File: config.mk
export PLATFORM = sky130hd
export DESIGN_NAME = prbs31_err_window
export DESIGN_NICKNAME = d
export VERILOG_FILES = /design/src/rtl/prbs31_err_window.sv
export SDC_FILE = /design/constraint.sdc
export NUM_CORES = 1
export LEC_CHECK = 0
export CORE_MARGIN = 8
export CORE_UTILIZATION = 59
export DETAILED_ROUTE_END_ITERATION = 12
export PLACE_DENSITY = 0.81
export SLEW_MARGIN = 15
export SYNTH_ARGS = -nofsm -noshare
export SYNTH_HDL_FRONTEND = slang
export SYNTH_SLANG_ARGS = --single-unit
File: constraint.sdc
create_clock -name clk -period 4.9 [get_ports clk]
set_clock_uncertainty 0.15 [all_clocks]
set_input_delay 0.98 -clock clk [delete_from_list [all_inputs] [get_ports clk]]
set_output_delay 0.98 -clock clk [all_outputs]
set_load 0.01 [all_outputs]
File: src/rtl/prbs31_err_window.sv
// Loss-of-lock observation window: counts valid bits and errors inside a
// WIN_LEN-bit window and flags loss when LOSS_THRESH errors land in one window.
// loss is combinational on the current bit so the owner can leave LOCKED on
// the same edge that samples the offending error.
module prbs31_err_window #(
    parameter int unsigned WIN_LEN     = 1024,
    parameter int unsigned LOSS_THRESH = 16
) (
    input  logic clk,
    input  logic rst_n,
    input  logic clear,
    input  logic valid,
    input  logic err,
    output logic loss
);

    localparam int unsigned BW = $clog2(WIN_LEN + 1);
    localparam int unsigned EW = $clog2(LOSS_THRESH + 1);

    logic [BW-1:0] win_bits_q, win_bits_d;
    logic [EW-1:0] win_err_q, win_err_d;
    logic [EW-1:0] err_sum;

    // Next window counts; the error on the closing bit is judged against the old window.
    always_comb begin
        win_bits_d = win_bits_q;
        win_err_d  = win_err_q;
        err_sum    = win_err_q + EW'(err);
        loss       = 1'b0;
        if (clear) begin
            win_bits_d = '0;
            win_err_d  = '0;
        end else if (valid) begin
            loss = (err_sum >= EW'(LOSS_THRESH));
            if (win_bits_q == BW'(WIN_LEN - 1)) begin
                win_bits_d = '0;
                win_err_d  = '0;
            end else begin
                win_bits_d = win_bits_q + BW'(1);
                win_err_d  = err_sum;
            end
        end
    end

    // Window counter registers.
    always_ff @(posedge clk or negedge rst_n) begin
        if (!rst_n) begin
            win_bits_q <= '0;
            win_err_q  <= '0;
        end else begin
            win_bits_q <= win_bits_d;
            win_err_q  <= win_err_d;
        end
    end

endmodule

==> impl_metrics.tcl <==
set metrics [dict create \
    outcome "complete, no violations" \
    dp_cells 92 \
    fin_nets 90 \
    synth_area_per_cell_um2 10.9 \
    finalHoldViolCount 0 \
    clockBufferDepth 2 \
    async_reset_ff_frac 1.00 \
    ant_nets 0 \
    ys_seq_area_frac 0.496 \
    synth.distinct_cells 25 \
    yosysMostFrequentCell "dfrtp_1" \
    syn_nets 82 \
    final.setup.tns_ps 0 \
    clkTransAtPathRegs_ps 80 \
    die_x_um 53.0 \
    ys.warnings.count 0 \
    grt_pass1_vias 584 \
    area_growth_pct 10.4 \
    cts_made_buffers 3 \
    root_buffer "clkbuf_4" \
    antenna_found_initial 0 \
    syn_inst 74 \
    min_path_type "reg2reg" \
    path_max_fanout 2 \
    n_antenna_cell 0 \
    synth_flop_cell "dfrtp_1" \
    clock_latency_ps 290 \
    overflow 0 \
    drc 0 \
    synth_edf_count 0 \
    drv_slew 0 \
    wl_mm 1.58 \
    netlist_area_um2 807 \
    holdBufCountCts 0 \
    synth_common_cells "dfrtp_1 (16), nor2_1 (12), xor2_1 (9), nand2_1 (4), nand3_1 (4)" \
    rows 13 \
    port-buffer-count 5 \
    synth.top_cell.area_share 0.496 \
    path_class "in2out" \
    rsz0062_at_grt "false" \
    power.leakage_nw 0.419 \
    ys_seq_elements 16 \
    start_kind "input pin" \
    post-dp-hpwl_mm 1.14 \
    initial_core_util 0.628 \
    relSlewSlack 0.525 \
    routabilityCongestion 0.727 \
    clkSinkCount 16 \
    max-cap-violations 0 \
    drive_gt1_frac 0.0875 \
    setup_violations 0 \
    stdcell_count 95 \
    io_pins 6 \
    min_period_ps 3810 \
    cts_setup_buffers 0 \
    fmax_ghz 0.263 \
    end_kind "primary output" \
    drt-wirelength-per-cell_um 16.6 \
    yosys.area.top_type "dfrtp_1" \
    cp.required_ps 3770 \
    dr.first_iter.drc_count 12 \
    post_cts_resized 0 \
    coreArea_um2 1280 \
    fin_crit_sh 0.777 \
    yosys-top-cells-area "dfrtp_1 (50%), xor2_1 (9.8%), nor2_1 (5.6%)" \
    fillers 100 \
    crit_arrival_ps 2680 \
    reg2reg_slack_ps 3060 \
    grt_max_degree 17 \
    vias_per_cell 6.04 \
    peakVddDrop_uv 202 \
    power_density_nw_per_um2 249 \
    worst_slew_pin_slew_ps 711 \
    track_usage 0.124 \
    cts_max_level 1 \
    cts_tree "done" \
    dr.pass1.iters 6 \
    die-height_um 53.0 \
    grt_pass1_wl_mm 2.51 \
    vias 574 \
    dieArea_um2 2810 \
]
worst paths after layout:
check | startpoint | end | cells past startpoint
max in group asynchronous | rst_n | win_bits_q[1]$_DFFE_PN0P_ | 1
max | err | loss | 7
max reg2reg | win_bits_q[0]$_DFFE_PN0P_ | win_err_q[3]$_DFFE_PN0P_ | 4
min | win_err_q[0]$_DFFE_PN0P_ | win_err_q[0]$_DFFE_PN0P_ | 1
min in group asynchronous | rst_n | win_bits_q[6]$_DFFE_PN0P_ | 1
min reg2reg | win_err_q[0]$_DFFE_PN0P_ | win_err_q[0]$_DFFE_PN0P_ | 1
placed cells by master, fill, tap and decap left out, types with 2 or more instances in the layout:
cell type / instances
o211a_1: 2
nand3_1: 4
dfrtp_1: 16
o31ai_1: 2
o21ai_0: 2
nand4_1: 2
nor2_1: 12
xor2_1: 9
clkbuf_4: 3
a22o_1: 3
ha_1: 3
nand2_1: 4
clkdlybuf4s50_1: 5
layout make-up:
type,instances,area (um2),share of cell area
well taps,15,18.8,0.0211
inverters,1,3.75,0.00421
repair buffers,5,50.0,0.0562
multi-input cells,55,395,0.444
clock buffers,3,22.5,0.0253
flip-flops and latches,16,400,0.449
sequential cells by signal (all words and copies together) (netlist names):
name and cells:
win_err_q 5, win_bits_q 11
routing by layer:
| layer | vias to the layer above | routed length [um] | track usage |
|---|---|---|---|
| met5 | - | 0 | 0 |
| li1 | 279 | - | - |
| met2 | 16 | 711 | 0.184 |
| met1 | 275 | 733 | 0.146 |
| met4 | 0 | 40 | 0.0905 |
| met3 | 4 | 92 | 0.0392 |
critical path, cell delays in order:
cell,delay [ps]
clkdlybuf4s50_1,460
ha_1,170
ha_1,170
nand3_1,90
xor2_1,160
nor2_1,100
clkdlybuf4s50_1,540
power by group:
part	switching (mW)	internal [mW]	leakage (nW)	total [mW]
registers	0.00208	0.134	0.221	0.136
clock network	0.0398	0.0286	0.0138	0.0684
logic	0.00997	0.00667	0.184	0.0166
logic make-up after synthesis:
family | count (synthesis) | share of synthesized area
flops | 16 | 0.496
fa+ha+maj | 3 | 0.0465
xor+xnor | 10 | 0.109
compound gates | 12 | 0.122
buf+inv | 3 | 0.0140
simple gates | 30 | 0.212
stage by stage:
stage          power [mW]  utilization  worst slack, ps  instance area (um2)  hold slack (ps)
4_1_cts             0.223        0.693             1090                  891              375
3_5_place_dp        0.156        0.676             1090                  868              359
5_1_grt             0.231        0.693              999                  891              417
3_3_place_gp        0.155        0.676             1150                  868              348
2_1_floorplan       0.148            -             2060                  807              318
6_report            0.222        0.693             1090                  891              375
Power figures use the tool's default switching activity.
